## config.mk

```make
export PLATFORM = sky130hd
export DESIGN_NAME = gabor_window_5x5_gen
export DESIGN_NICKNAME = d
export VERILOG_FILES = /design/src/rtl/gabor_window_5x5_gen_pkg.sv /design/src/rtl/gabor_window_5x5_gen_line_buffer.sv /design/src/rtl/gabor_window_5x5_gen.sv
export SDC_FILE = /design/constraint.sdc
export NUM_CORES = 2
export LEC_CHECK = 0
export ABC_CLOCK_PERIOD_IN_PS = 7040
export CORE_MARGIN = 2
export CORE_UTILIZATION = 56
export DETAILED_ROUTE_END_ITERATION = 16
export MAX_ROUTING_LAYER = met4
export PLACE_DENSITY = 0.76
export SYNTH_ARGS = -nofsm -noshare
export SYNTH_HDL_FRONTEND = slang
export SYNTH_SLANG_ARGS = --single-unit
```

## constraint.sdc

```tcl
create_clock -name clk -period 7.04 [get_ports clk]
set_input_delay 1.408 -clock clk [delete_from_list [all_inputs] [get_ports clk]]
set_output_delay 1.408 -clock clk [all_outputs]
set_load 0.1 [all_outputs]
```

## src/rtl/gabor_window_5x5_gen_pkg.sv

```systemverilog
// gabor_win_pkg: shared constants and types for the 5x5 window generator.
// Window taps are numbered row-major from the top-left corner.
package gabor_win_pkg;

  localparam int WIN_DIM  = 5;
  localparam int WIN_TAPS = 25;
  localparam int PIXEL_W  = 8;

  typedef logic [PIXEL_W-1:0] pixel_t;

  typedef enum logic [1:0] {
    IDLE,
    FILL,
    RUN
  } win_state_e;

  function automatic int tap_idx(input int r, input int c);
    return r * WIN_DIM + c;
  endfunction

endpackage

```

## src/rtl/gabor_window_5x5_gen_line_buffer.sv

```systemverilog
// gabor_line_buffer: one image line of pixels.
// Read is asynchronous, write is synchronous; contents are never reset.
module gabor_line_buffer #(
  parameter int PIXEL_W = 8,
  parameter int IMG_W   = 64
) (
  input  logic                       clk,
  input  logic                       we,
  input  logic [$clog2(IMG_W)-1:0]   addr,
  input  logic [PIXEL_W-1:0]         wdata,
  output logic [PIXEL_W-1:0]         rdata
);

  logic [PIXEL_W-1:0] mem [IMG_W];

  assign rdata = mem[addr];

  always_ff @(posedge clk) begin
    if (we) begin
      mem[addr] <= wdata;
    end
  end

endmodule

```

## src/rtl/gabor_window_5x5_gen.sv

```systemverilog
// gabor_window_5x5_gen: 5x5 sliding window over a raster pixel stream.
// Define GABOR_WIN_FRAME_MARKERS_EN to add the win_sof/win_eol outputs.
module gabor_window_5x5_gen #(
  parameter int PIXEL_W = gabor_win_pkg::PIXEL_W,
  parameter int IMG_W   = 64,
  parameter int IMG_H   = 64
) (
  input  logic                 clk,
  input  logic                 rst_n,
  input  logic                 in_valid,
  output logic                 in_ready,
  input  logic [PIXEL_W-1:0]   in_pixel,
  input  logic                 in_sof,
  output logic                 win_valid,
  input  logic                 win_ready,
  output logic [25*PIXEL_W-1:0] win_pixel
`ifdef GABOR_WIN_FRAME_MARKERS_EN
  ,
  output logic                 win_sof,
  output logic                 win_eol
`endif
);
  import gabor_win_pkg::*;

  localparam int CW = $clog2(IMG_W);
  localparam int RW = $clog2(IMG_H);
  localparam logic [CW-1:0] COL_LAST = CW'(IMG_W - 1);
  localparam logic [RW-1:0] ROW_LAST = RW'(IMG_H - 1);
  localparam logic [CW-1:0] COL_FIRE = CW'(WIN_DIM - 1);
  localparam logic [RW-1:0] ROW_FIRE = RW'(WIN_DIM - 1);

  logic          accept;
  logic          xfer;
  logic          fire;
  logic          last_col;
  logic          wrap;
  logic [CW-1:0] col_q;
  logic [CW-1:0] cur_col;
  logic [RW-1:0] row_q;
  logic [RW-1:0] cur_row;

  logic [PIXEL_W-1:0] lb_wr [4];
  logic [PIXEL_W-1:0] lb_rd [4];
  logic [PIXEL_W-1:0] col_new [WIN_DIM];
  logic [PIXEL_W-1:0] win_q [WIN_DIM][WIN_DIM];

  win_state_e state_q;
  win_state_e state_d;

  assign in_ready = rst_n & (~win_valid | win_ready);
  assign accept   = in_valid & in_ready;
  assign xfer     = win_valid & win_ready;

  // sof overrides the counters so a new frame can start anywhere
  assign cur_col  = in_sof ? '0 : col_q;
  assign cur_row  = in_sof ? '0 : row_q;
  assign last_col = (cur_col == COL_LAST);
  assign wrap     = last_col && (cur_row == ROW_LAST);
  assign fire     = (cur_row >= ROW_FIRE) && (cur_col >= COL_FIRE);

  always_ff @(posedge clk) begin
    if (!rst_n) begin
      col_q <= '0;
      row_q <= '0;
    end else if (accept) begin
      if (last_col) begin
        col_q <= '0;
        row_q <= (cur_row == ROW_LAST) ? '0 : cur_row + 1'b1;
      end else begin
        col_q <= cur_col + 1'b1;
        row_q <= cur_row;
      end
    end
  end

  assign lb_wr[0] = in_pixel;
  assign lb_wr[1] = lb_rd[0];
  assign lb_wr[2] = lb_rd[1];
  assign lb_wr[3] = lb_rd[2];

  for (genvar i = 0; i < 4; i++) begin : g_lb
    gabor_line_buffer #(
      .PIXEL_W(PIXEL_W),
      .IMG_W  (IMG_W)
    ) u_lb (
      .clk  (clk),
      .we   (accept),
      .addr (cur_col),
      .wdata(lb_wr[i]),
      .rdata(lb_rd[i])
    );
  end

  // oldest line lands in the top window row
  assign col_new[0] = lb_rd[3];
  assign col_new[1] = lb_rd[2];
  assign col_new[2] = lb_rd[1];
  assign col_new[3] = lb_rd[0];
  assign col_new[4] = in_pixel;

  always_ff @(posedge clk) begin
    if (!rst_n) begin
      for (int r = 0; r < WIN_DIM; r++) begin
        for (int c = 0; c < WIN_DIM; c++) begin
          win_q[r][c] <= '0;
        end
      end
    end else if (accept) begin
      for (int r = 0; r < WIN_DIM; r++) begin
        for (int c = 0; c < WIN_DIM - 1; c++) begin
          win_q[r][c] <= win_q[r][c+1];
        end
        win_q[r][WIN_DIM-1] <= col_new[r];
      end
    end
  end

  always_comb begin
    win_pixel = '0;
    for (int r = 0; r < WIN_DIM; r++) begin
      for (int c = 0; c < WIN_DIM; c++) begin
        win_pixel[tap_idx(r, c)*PIXEL_W +: PIXEL_W] = win_q[r][c];
      end
    end
  end

  always_ff @(posedge clk) begin
    if (!rst_n) begin
      win_valid <= 1'b0;
    end else if (accept && fire) begin
      win_valid <= 1'b1;
    end else if (xfer) begin
      win_valid <= 1'b0;
    end
  end

`ifdef GABOR_WIN_FRAME_MARKERS_EN
  always_ff @(posedge clk) begin
    if (!rst_n) begin
      win_sof <= 1'b0;
      win_eol <= 1'b0;
    end else if (accept) begin
      win_sof <= fire && (cur_row == ROW_FIRE) && (cur_col == COL_FIRE);
      win_eol <= fire && last_col;
    end
  end
`endif

  always_ff @(posedge clk) begin
    if (!rst_n) begin
      state_q <= IDLE;
    end else begin
      state_q <= state_d;
    end
  end

  always_comb begin
    state_d = state_q;
    unique case (state_q)
      IDLE: begin
        if (accept) begin
          state_d = (IMG_H == WIN_DIM && cur_row == ROW_FIRE) ? RUN : FILL;
        end
      end
      FILL: begin
        if (accept && cur_row == ROW_FIRE) begin
          state_d = RUN;
        end
      end
      RUN: begin
        if (accept && (wrap || in_sof)) begin
          state_d = FILL;
        end
      end
      default: state_d = IDLE;
    endcase
  end

endmodule

```

Word level (Yosys, flattened, before mapping)
Memory sizes are Yosys's and may differ from the RTL's.
Cells that the tools add are included.
W data, S select, Z words.

operators by class
  mux-type cells = 37
  reductions and logical operators = 3
  eq/ne operators = 2
  bitwise operators = 30
  add/subtract/negate cells = 2
  magnitude comparators = 2

operators with widths
  operator               count
  $mux W8                25
  $mux W6                5
  $or A1 B1 Y1           26
  $add A6 B1 Y6 const B  2
  $eq A6 B6 Y1 const B   2
  $ge A6 B3 Y1 const B   2
  $mux W1                7
  $and A1 B1 Y1          3
  $logic_and A1 B1 Y1    2
  $reduce_bool A2 Y1     1
  $not A1 Y1             1

storage, ports and cells
  bits in registers = 13
  memories = 5
  bits in writable memories = 2248
  word-level logic and storage cells = 84

memory list
  name              words  bits a word  read ports  clocked after memory_dff  wr ports  line                                    RTL
  g_lb[0].u_lb.mem  64     8            1           0                         1         gabor_window_5x5_gen_line_buffer.sv:14  logic [PIXEL_W-1:0] mem [IMG_W];
  g_lb[1].u_lb.mem  64     8            1           0                         1         gabor_window_5x5_gen_line_buffer.sv:14
  g_lb[2].u_lb.mem  64     8            1           0                         1         gabor_window_5x5_gen_line_buffer.sv:14
  g_lb[3].u_lb.mem  64     8            1           0                         1         gabor_window_5x5_gen_line_buffer.sv:14
  win_q             5      40           5           0                         5         gabor_window_5x5_gen.sv:45              logic [PIXEL_W-1:0] win_q [WIN_DIM][WIN_DIM];

Depth between registers and ports, before layout
  depth after elaboration = 8
  gate-level depth with buffers = 12
  mapped depth without buffers = 7

Hierarchy
A second synthesis with hierarchy kept.

unflattened totals
  cells, all modules = 5185
  area, all modules = 89373.2 µm²

modules (own cells, without submodules)
  module                area an instance (µm²)  instances  cells each
  gabor_line_buffer     20289.5                 4          1163
  gabor_window_5x5_gen  8215.4                  1          533

Least setup slack after synthesis
No wires, ideal clock.

  kind = input -> register
  from = input port rst_n
  to = register row_q[2]
  setup time = 0.119 ns
  path buffers = 1
  data arrival time = 6.713 ns
  stages = 6
  slack = 0.208 ns
  path through = clkbuf_1 nand3_1 and2_1 inv_1 o21ai_0 a22o_1

on the way
  cells in the longest elaborated chain, start to end = 2

ends and longest elaborated chain
  what                    line                        RTL
  start: declaration      gabor_window_5x5_gen.sv:9   input logic rst_n,
  $and A1 B1 Y1           gabor_window_5x5_gen.sv:50  assign in_ready = rst_n & (~win_valid | win_ready);
  $and A1 B1 Y1           gabor_window_5x5_gen.sv:51  assign accept = in_valid & in_ready;
  end signal: assignment  gabor_window_5x5_gen.sv:68  row_q <= (cur_row == ROW_LAST) ? '0 : cur_row + 1'b1;
  end signal: assignment  gabor_window_5x5_gen.sv:71  row_q <= cur_row;
  end: declaration        gabor_window_5x5_gen.sv:39  logic [RW-1:0] row_q;

Several ways; a longest one is shown, not always the timed one.
A chain may end at the register's enable or synchronous reset.

==> impl_metrics.env <==
export IMPL_setup_slack_ns=1.32
export IMPL_numCtsBuffers=205
export IMPL_clock_sinks=2261
export IMPL_numPortBuffers=214
export IMPL_io_pins=215
export IMPL_period_needed_ns=5.72
export IMPL_drt_met1_wl_um=89300
export IMPL_dr_max_layer_used="met4"
export IMPL_cp_max_fo=65
export IMPL_row_count=145
export IMPL_vias_per_cell=7.06
export IMPL_combPwrFrac_pct=7.4
export IMPL_drcViolationCount=0
export IMPL_fill_cells=10300
export IMPL_arrival_ns=6.17
export IMPL_ys_types=87
export IMPL_syn_area_um2=87600
export IMPL_p_clk_share_pct=38.6
export IMPL_critPathLaunch="col_q[2]"
export IMPL_synth_top_area_share_pct=77.1
export IMPL_path_class="reg -> reg"
export IMPL_slew_violations=7
export IMPL_synth_edf_count=2248
export IMPL_wl_met3_um=45100
export IMPL_wl_per_cell_um=35.9
export IMPL_cp_end_kind="register"
export IMPL_grt_pass1_vias=51000
export IMPL_fin_setup_tns_ns=0
export IMPL_synthTopCellsByArea="edfxtp_1 77%, mux2i_1 6.1%, and2_1 1.4%, o22ai_1 1.3%, a21oi_1 1.0%"
export IMPL_outcome="finished, violations left"
export IMPL_post_cts_setup_buffer_count=0
export IMPL_worst_pin_slew_ns=1.52
export IMPL_synth_top_family_by_area="compound AO/OA/AOI/OAI gates"
export IMPL_start_kind="register"
export IMPL_drt_wl_total_um=272000
export IMPL_synthMuxAreaShare_pct=7.52
export IMPL_clock_fmax_mhz=175
export IMPL_powerDensity_nw_per_um2=281
export IMPL_p_leak_nw=31.2
export IMPL_cts_root_buffer="clkbuf_16"
export IMPL_grt_overflow_total=0
export IMPL_drive_gt1_share_pct=13.2
export IMPL_post_cts_resized=0
export IMPL_start_util_pct=56.2
export IMPL_postSynthCellCount=5019
export IMPL_syn_num_nets=5033
export IMPL_timing_rr_start="col_q[2]"
export IMPL_peakVddDrop_mv=0.220
export IMPL_die_h_um=400
export IMPL_firstDrtPassIters=7
export IMPL_htree_num_levels=4
export IMPL_yosysWarnings=0
export IMPL_fin_skew_ns=0.0475
export IMPL_yosys_most_used_dff="edfxtp_1"
export IMPL_place_gp_congestion=0.938
export IMPL_ys_seq_area_share_pct=77.4
export IMPL_syn_area_per_cell_um2=17.5
export IMPL_grt_first_pass_wirelength_um=376000
export IMPL_holdBufCountCts=0
export IMPL_clkSlewWorstSetupHoldPaths_ns=0.06
export IMPL_hpwl_um=156000
export IMPL_power_frac_seq_pct=54.0
export IMPL_drt_initial_drc_count=10000
export IMPL_core_um2=156000
export IMPL_dieWidth_um=400
export IMPL_p_sw_w=0.00650
export IMPL_synthSimpleGateAreaFrac_pct=4.15
export IMPL_grt_max_degree=144
export IMPL_vias=53400
export IMPL_crit_required_ns=7.49
export IMPL_synth_compound_area_share_pct=8.91
export IMPL_finalSetupViolations=0
export IMPL_ant_nets=0
export IMPL_maxSlewHeadroom_pct=-1.75
export IMPL_whs_ns=0.484
export IMPL_min_from="row_q[1]"
export IMPL_dpl_worst_slack_ns=1.19
export IMPL_rsz0062_at_grt="false"
export IMPL_sw_frac_of_total_pct=23.2
export IMPL_p_int_w=0.0215
export IMPL_die_area_um2=160000
export IMPL_cts_tree="yes"
export IMPL_insertion_delay_ns=0.86
export IMPL_synth_top_area_cell="edfxtp_1"
export IMPL_wl_met2_um=119000
export IMPL_antenna_found_initial=12
export IMPL_yosys_area_share_adder_pct=0.0143
export IMPL_ys_ff_latch=2261
export IMPL_synthToLayoutAreaGrowth_pct=13.9
export IMPL_period_share_pct=81.2
export IMPL_violations="capacitance limit, slew limit"
export IMPL_async_flop_share_pct=0
export IMPL_layout_nets=5338
export IMPL_clk_path_buf_depth=3
export IMPL_finalHoldViolations=0
export IMPL_grt_usage_pct=34.6
export IMPL_maxCapViolCount=1
export IMPL_synth_xor_area_share_pct=0.0100
export IMPL_min_path_type="reg -> reg"
-- area by class of cell --
class,count,area (um^2),area share [%]
Multi-Input combinational cell,2416,18700,18.8
Tap cell,2058,2570,2.58
Antenna cell,20,50.0,0.0502
Inverter,9,41.3,0.0414
Clock buffer,261,5430,5.44
Clock inverter,112,987,0.989
Timing Repair Buffer,431,4210,4.22
Sequential cell,2261,67800,67.9
-- critical path, stage by stage, from the launching register on --
cell      delay (ns)
dfxtp_4         0.92
buf_4           0.56
nand3b_4        0.55
buf_12          0.43
buf_4           0.23
o22ai_1         0.14
a211oi_1        0.09
a211oi_1        0.99
buf_4           0.26
or4_2           0.90
-- through the flow --
step                      power (W)  cells  utilization (%)  cell area (um^2)
after floorplan              0.0167   5019                -             87600
after global placement       0.0174   7174             59.9             93300
after detailed placement     0.0174   7174             59.9             93300
after CTS                    0.0279   7547             64.0             99700
after global routing         0.0285   7562             64.0             99800
final                        0.0280   7568             64.0             99800
-- cells in the mapped netlist (all sizes together) (24+ instances only) --
master / count
a221oi: 55
mux2: 63
nand3b: 38
nand3: 24
o21ai: 169
and2: 191
buf: 217
nor2: 123
o211ai: 26
o31ai: 28
a21oi: 181
edfxtp: 2248
o221ai: 25
o22ai: 177
o2bb2ai: 32
nand2: 160
a22oi: 98
a211oi: 80
mux2i: 535
a22o: 55
clkbuf: 116
a2111oi: 29
-- cell families after synthesis --
family / after synthesis
AOI/OAI and AO/OA: 1120
xor gates and xnor gates: 1
adders and majority gates: 1
buffers and inverters: 342
DFF: 2261
muxes: 621
and+or+nand+nor: 673
-- sequential cells by signal, indices dropped and copies added (netlist names) --
name and count:
col_q 6, g_lb.u_lb.mem 2048, row_q 6, win_q 200, win_valid 1
-- final timing paths --
| kind | cells past startpoint | slack, ns | end |
|---|---|---|---|
| worst max-delay path | 9 | 1.32 | g_lb[3].u_lb.mem[12][4] |
| worst min-delay path | 1 | 0.48 | row_q[1] |
| worst max register to register | 9 | 1.32 | g_lb[3].u_lb.mem[12][4] |
| worst min register to register | 1 | 0.48 | row_q[1] |
-- power groups by stage --
stage	registers, W	logic [W]	clock network, W
floorplan	0.0160	0.000719	0
global placement	0.0154	0.00197	0
detailed placement	0.0154	0.00200	0
CTS	0.0151	0.00201	0.0108
global route	0.0151	0.00211	0.0113
finish	0.0151	0.00207	0.0108
-- metal layers --
| layer | track usage (%) | vias to the layer above |
|---|---|---|
| li1 | - | 20900 |
| met1 | 42.9 | 26100 |
| met2 | 50.0 | 5265 |
| met3 | 12.2 | 1164 |
| met4 | 18.9 | 0 |
| met5 | - | - |
-- cell usage in the layout, fill, tap and decap left out, types with 15 or more instances in the layout --
cell type and count:
o22a_1 17, nand3_1 21, clkbuf_1 52, o2bb2ai_1 32
mux2_2 61, clkdlybuf4s50_1 205, a22oi_1 98, buf_12 38
a211oi_1 80, and2_1 190, o211ai_1 26, clkinv_2 37
a31oi_1 23, clkinv_1 48, nor2_1 59, a222oi_1 23
o22ai_1 177, mux4_2 23, buf_4 179, a2111oi_0 28
a221oi_1 55, a22o_1 55, nand2b_1 22, o221ai_1 24
o31ai_1 28, mux2i_1 535, o21ai_0 168, bufinv_16 15
nor2_4 64, clkbuf_16 209, nand3b_1 37, a21oi_1 181
edfxtp_1 2248, nand2_1 154, diode_2 20
(Power assumes the default switching activity.)
